[config.mk]
export PLATFORM = sky130hd
export DESIGN_NAME = cycle_count_reader
export DESIGN_NICKNAME = d
export VERILOG_FILES = /design/src/rtl/cycle_count_reader.sv
export SDC_FILE = /design/constraint.sdc
export NUM_CORES = 1
export LEC_CHECK = 0
export CAP_MARGIN = 30
export CORE_MARGIN = 1.5
export CORE_UTILIZATION = 50
export CTS_BUF_LIST = sky130_fd_sc_hd__clkbuf_2 sky130_fd_sc_hd__clkbuf_4 sky130_fd_sc_hd__clkbuf_8
export DETAILED_ROUTE_END_ITERATION = 6
export MAX_ROUTING_LAYER = met4
export PLACE_DENSITY = 0.75
export SYNTH_ARGS = -nofsm -noshare
export SYNTH_HDL_FRONTEND = slang
export SYNTH_SLANG_ARGS = --single-unit
export TNS_END_PERCENT = 1
[constraint.sdc]
create_clock -name clk -period 4 [get_ports clk]
set_clock_uncertainty 0.2 [all_clocks]
set_input_delay 0.8 -clock clk [delete_from_list [all_inputs] [get_ports clk]]
set_output_delay 0.8 -clock clk [all_outputs]
set_load 0.03 [all_outputs]
[src/rtl/cycle_count_reader.sv]
// Consumer end of the cycle-counter link: extends the 16-bit count past wrap-around,
// freezes run time at halt, and serves elapsed-cycle snapshots over a valid/ack read port.
module cycle_count_reader #(
  parameter int CNT_W = 16,
  parameter int EXT_W = 16
) (
  input  logic                   clk,
  input  logic                   rst_n,
  input  logic                   prog_start,
  input  logic [CNT_W-1:0]       cyc_cnt,
  input  logic                   halt,
  input  logic                   rd_req,
  input  logic                   rd_ack,
  output logic                   rd_valid,
  output logic [CNT_W+EXT_W-1:0] rd_data,
  output logic                   rd_overrun,
  output logic [CNT_W+EXT_W-1:0] run_cycles,
  output logic                   running,
  output logic                   done
);

  localparam int OUT_W = CNT_W + EXT_W;

  typedef enum logic [1:0] {
    S_IDLE = 2'd0,
    S_RUN  = 2'd1,
    S_DONE = 2'd2
  } state_t;

  state_t           r_state;
  logic [CNT_W-1:0] r_base;
  logic [CNT_W-1:0] r_prev_cnt;
  logic [EXT_W-1:0] r_ext;

  logic             w_wrap;
  logic [EXT_W-1:0] w_ext_now;
  logic [OUT_W-1:0] w_elapsed;
  logic [OUT_W-1:0] w_snapshot;
  logic             w_take;

  // The wrap seen this cycle is folded in combinationally so a snapshot taken
  // on the wrap cycle itself is already coherent.
  assign w_wrap    = (r_state == S_RUN) && (cyc_cnt < r_prev_cnt);
  assign w_ext_now = r_ext + EXT_W'(w_wrap);
  assign w_elapsed = {w_ext_now, cyc_cnt} - {{EXT_W{1'b0}}, r_base};

  always_comb begin
    w_snapshot = '0;
    case (r_state)
      S_RUN:   w_snapshot = w_elapsed;
      S_DONE:  w_snapshot = run_cycles;
      default: w_snapshot = '0;
    endcase
  end

  always_ff @(posedge clk or negedge rst_n) begin
    if (!rst_n) begin
      r_state    <= S_IDLE;
      r_base     <= '0;
      r_prev_cnt <= '0;
      r_ext      <= '0;
      run_cycles <= '0;
      running    <= 1'b0;
      done       <= 1'b0;
    end else begin
      case (r_state)
        S_IDLE: begin
          if (prog_start) begin
            r_state    <= S_RUN;
            r_base     <= cyc_cnt;
            r_prev_cnt <= cyc_cnt;
            r_ext      <= '0;
            running    <= 1'b1;
          end
        end
        S_RUN: begin
          r_prev_cnt <= cyc_cnt;
          r_ext      <= w_ext_now;
          if (halt) begin
            r_state    <= S_DONE;
            run_cycles <= w_elapsed;
            running    <= 1'b0;
            done       <= 1'b1;
          end
        end
        S_DONE: begin
          r_state <= S_DONE;
        end
        default: begin
          r_state <= S_IDLE;
          running <= 1'b0;
          done    <= 1'b0;
        end
      endcase
    end
  end

  // Read port: rd_valid/rd_data form a one-deep holding register. A request is
  // accepted when the slot is empty or is being acked in the same cycle; a
  // request against a full, un-acked slot is dropped and flagged as overrun.
  assign w_take = rd_req && (!rd_valid || rd_ack);

  always_ff @(posedge clk or negedge rst_n) begin
    if (!rst_n) begin
      rd_valid   <= 1'b0;
      rd_data    <= '0;
      rd_overrun <= 1'b0;
    end else begin
      if (w_take) begin
        rd_data  <= w_snapshot;
        rd_valid <= 1'b1;
      end else if (rd_req) begin
        rd_overrun <= 1'b1;
      end else if (rd_ack && rd_valid) begin
        rd_valid <= 1'b0;
      end
    end
  end

endmodule

; ---- Word level (Yosys, flattened, before mapping)
; Cells that the tools add are included.
[op_classes]
div = 0
n_eq_ne = 5
shifts = 0
bitwise = 3
add_sub_neg = 2
mux = 16
mul = 0
order_cmp = 1
reduce_logical = 17
[ops]
columns = operator, count
row1 = case mux 16 bit (2 select lines), 2
row2 = case mux 32 bit (2 select lines), 1
row3 = two-way mux 16 bit, 2
row4 = subtractor 32 x 16 -> 32 bit, 1
row5 = adder 16 x 1 -> 16 bit, 1
row6 = < comparator 16 bit, 1
row7 = AND reduction 2 bit, 7
row8 = two-way mux 1 bit, 6
row9 = case mux 2 bit (3 select lines), 1
row10 = two-way mux 2 bit, 2
row11 = inequality test 2 bit (second input constant), 2
row12 = nonzero test 2 bit, 2
row13 = logical AND 1 bit, 3
row14 = NOT 1 bit, 3
row15 = case mux 1 bit (3 select lines), 1
row16 = AND reduction 3 bit, 1
row17 = equality test 2 x 1 -> 1 bit (second input constant), 1
row18 = equality test 2 bit (second input constant), 1
row19 = logical NOT 2 bit, 1
row20 = inequality test 2 x 1 -> 1 bit (second input constant), 1
row21 = case mux 1 bit (2 select lines), 1
row22 = OR reduction 2 bit, 1
row23 = logical NOT 1 bit, 1
row24 = logical OR 1 bit, 1
[word_totals]
inputBits = 22
mem_count = 0
romBits = 0
ff_bits = 118
elab_cells = 54
out_inout_bits = 68
latch_bits = 0
ramBits = 0

; ---- Logic depth before layout (Yosys ltp)
[logic_depth]
ltp_word = 5
depth_mapped = 19
ltp_nobuf = 18

; ---- Worst setup path after synthesis
; No wires, ideal clock.
[synth_path]
kind = input to register
start = input port cyc_cnt[1]
end = register run_cycles[31]
setup_ps = 134
path_slack_ps = -314
path_stages = 15
t_arrival_ps = 3980
n_path_buf = 0
required_ps = 3666
path_cell_list = ha_1 a21boi_0 o21a_1 o21ai_0 a21oi_1 or4_1 a21oi_1 ha_1 ha_1 a2111o_1 a311oi_2 nand3_2 nor4b_2 xor2_1 o21ai_0
[synth_via]
elab_chain_cells = 4
[synth_lines]
columns = element, line
row1 = "start, declared", 10  ; input logic [CNT_W-1:0] cyc_cnt,
row2 = < comparator 16 bit, 43  ; assign w_wrap = (r_state == S_RUN) && (cyc_cnt < r_prev_cnt);
row3 = logical AND 1 bit, 43
row4 = adder 16 x 1 -> 16 bit, 44  ; assign w_ext_now = r_ext + EXT_W'(w_wrap);
row5 = subtractor 32 x 16 -> 32 bit (*), 45  ; assign w_elapsed = {w_ext_now, cyc_cnt} - {{EXT_W{1'b0}}, r_base};
row6 = "end signal, assigned", 81  ; run_cycles <= w_elapsed;
row7 = "end, declared", 17  ; output logic [CNT_W+EXT_W-1:0] run_cycles,
; Every way passes the cells marked *; elsewhere a longest branch is shown, timed or not.
; A chain may end at the register's enable or synchronous reset.

; ---- Final worst setup path
; Same ends and word-level chain as after synthesis.

==> flow_metrics.py <==
metrics = {
    "run_status": {
        "outcome": "complete, but fails checks",
        "violations": "negative setup slack",
    },
    "route": {
        "top_layer": "met4",
        "vias_per_cell": 5.70,
        "ant_nets": 0,
        "wl_mm": 17.6,
        "post-route-drc-count": 0,
        "met1_length_mm": 8.08,
        "wire_per_inst_um": 17.2,
        "dr.pass1.iters": 7,
        "route.vias.total": 5824,
        "met3WireLength_um": 789,
        "drt_iter0_drc": 497,
        "wl_met2_mm": 8.37,
    },
    "layout": {
        "final_area_sq_um": 8820,
        "seq_area_sq_um": 2950,
        "multi_input_area_sq_um": 3650,
        "fin_cells": 1022,
        "utilization": 0.669,
        "final_nets": 892,
        "synthToLayoutAreaGrowth_pct": 30.7,
        "fillers": 1007,
        "drive_gt1_frac": 0.238,
        "diodes": 0,
    },
    "pwr": {
        "seq_power_share": 0.287,
        "p_sw_mw": 3.08,
        "p_leak_nw": 3.99,
        "pwr-share-comb": 0.573,
        "p_clk_frac": 0.140,
        "finalPower_mw": 7.02,
        "switching_share": 0.440,
        "internal-power_mw": 3.93,
        "p_per_area_nw_per_um2": 796,
        "ir_drop_mv": 0.304,
    },
    "cts": {
        "path_clk_slew_ps": 80,
        "cts_tree": "yes",
        "cts_sinks": 118,
        "clock_path_buffers": 2,
        "cts_root_buffer": "clkbuf_8",
        "cts_buffers": 17,
        "worstSkewPairLatency_ps": 440,
        "cts_max_level": 4,
    },
    "sta": {
        "period_needed_ps": 4030,
        "maxSlewHeadroom": 0.365,
        "rsz0062_at_grt": "yes",
        "setup_viol": 5,
        "setup_slack_ps": -25.7,
        "hold_violations": 0,
        "worst_pin_slew_ps": 950,
        "tns_ps": -65.8,
        "slew_violations": 0,
        "max_freq_ghz": 0.248,
        "hold_slack_ps": 136,
        "finalCritPeriodShare": 1.01,
    },
    "synthesis": {
        "synth.distinct_cells": 72,
        "synth_edf_count": 0,
        "yosysMostFrequentCell": "dfrtp_1",
        "synth_flop_cell": "dfrtp_1",
        "synth_commonest_cells": "118 x dfrtp_1, 74 x o21ai_0, 61 x nand2_1, 44 x inv_1, 42 x mux2_2",
        "avgSynthCellArea_sq_um": 9.94,
        "synthTopCellsByArea": "dfrtp_1 44%, mux2_2 7.0%, ha_1 6.7%",
        "netlist_area_sq_um": 6750,
        "ys_seq_area_frac": 0.438,
        "yosys.area.top_type_share": 0.438,
        "syn_inst": 679,
        "yosys.area.top_type": "dfrtp_1",
        "synthArstFlopShare": 1.00,
        "ys_warn_count": 0,
        "ys_ff_latch": 118,
        "synth_nets": 738,
    },
    "setup_path": {
        "r2r_setup_slack_ps": -10,
        "r2r_end": "run_cycles[31]",
        "critPathKind": "in -> reg",
        "start_kind": "primary input",
        "worstPathRequired_ps": 4090,
        "cp-end-kind": "flip-flop",
        "cp-startpoint": "cyc_cnt[1]",
        "arrival_ps": 4110,
        "reg2reg_depth": 16,
        "cp_max_fo": 6,
        "r2r_start": "r_prev_cnt[1]",
    },
    "floorplanning": {
        "die_w_um": 119,
        "start_util": 0.512,
        "row_count": 42,
        "core_area_sq_um": 13200,
        "io_pins": 90,
        "dieArea_sq_um": 14200,
        "chipHeight_um": 119,
    },
    "grt": {
        "grt_pass1_vias": 5717,
        "grt_max_degree": 54,
        "grt_first_pass_wirelength_mm": 28.9,
        "antenna_found_initial": 0,
        "grt-ovfl-total": 0,
        "grtUsageTotal": 0.266,
    },
    "placement": {
        "place_ws_ps": -1050,
        "placed_area_sq_um": 8280,
        "dpl.cell_count": 982,
        "portBuffers": 89,
        "hpwl_mm": 12.9,
        "gp_congestion": 0.930,
    },
    "run": {
        "cap_violations": 0,
    },
    "worst_hold_path": {
        "hold_class": "in -> async",
    },
}
-- per-layer routing --
metal | up-vias | global-route usage
met2 | 200 | 0.414
met4 | 0 | 0.0851
met1 | 2848 | 0.360
met3 | 27 | 0.0412
met5 | - | -
li1 | 2749 | -
-- power by group through the flow --
stage	Sequential [mW]	Clock, mW	Combinational, mW
finish	2.01	0.984	4.02
global route	2.06	1.05	4.34
CTS	2.00	0.994	3.93
detailed placement	2.02	0	3.83
global placement	1.98	0	3.70
floorplan	2.55	0	1.92
-- timing repair --
action | in CTS | in global routing
resized for setup | 28 | 16
setup buffers | 8 | 0
endpoints found under the setup margin | 32 | 30
hold buffers | 0 | 0
pin swaps | 20 | 12
-- worst max-delay path by stage --
stage | end | depth (start not counted) | slack [ps]
final | run_cycles[31] | 16 | -30
after global routing | rd_data[31] | 15 | -180
after CTS | rd_data[31] | 16 | -240
after detailed placement | run_cycles[31] | 16 | -1050
after global placement | run_cycles[31] | 16 | -890
after floorplan | run_cycles[30] | 15 | -170
-- registers in the layout, summed over array words and instances (netlist names) --
register and count:
rd_valid 1, r_base 16, r_prev_cnt 16, running 1, rd_data 32, r_ext 16
r_state 2, done 1, rd_overrun 1, run_cycles 32
-- cells in the final DEF (no fill, tap or decap), types with 20 or more instances in the layout --
cell and n:
a21oi_1 28, a22oi_1 25, buf_4 75, clkbuf_8 20, clkdlybuf4s50_1 79, dfrtp_1 118
ha_1 30, inv_1 42, mux2_2 42, nand2_1 60, nor2_1 29, o21ai_0 66
xnor2_1 22
-- critical path: stages --
cell and delay [ps]:
buf_4 130, ha_4 200, a21boi_1 120, o21a_1 160
o21ai_1 110, a21oi_1 70, or4_4 440, a21oi_2 170
ha_2 210, ha_4 200, a2111o_1 390, a311oi_2 290
nand3_4 200, nor4b_4 270, xor2_1 250, o21ai_1 100
-- cell type report --
cell class	instances	area share
inverters	44	0.0187
clock buffers	21	0.0321
flip-flops and latches	118	0.335
clock inverters	11	0.00865
well taps	176	0.0250
repair buffers	164	0.167
multi-input cells	488	0.414
-- cell families (layout without fill, tap and decap cells) --
family	Yosys count	count (layout)	synth area share
AOI/OAI and AO/OA	195	195	0.188
xor gates and xnor gates	40	40	0.0519
adders and majority gates	37	37	0.0697
buffers and inverters	73	240	0.0469
DFF	118	118	0.438
muxes	47	47	0.0775
and+or+nand+nor	169	169	0.128
Note: power is estimated with default switching activity, not from simulation.
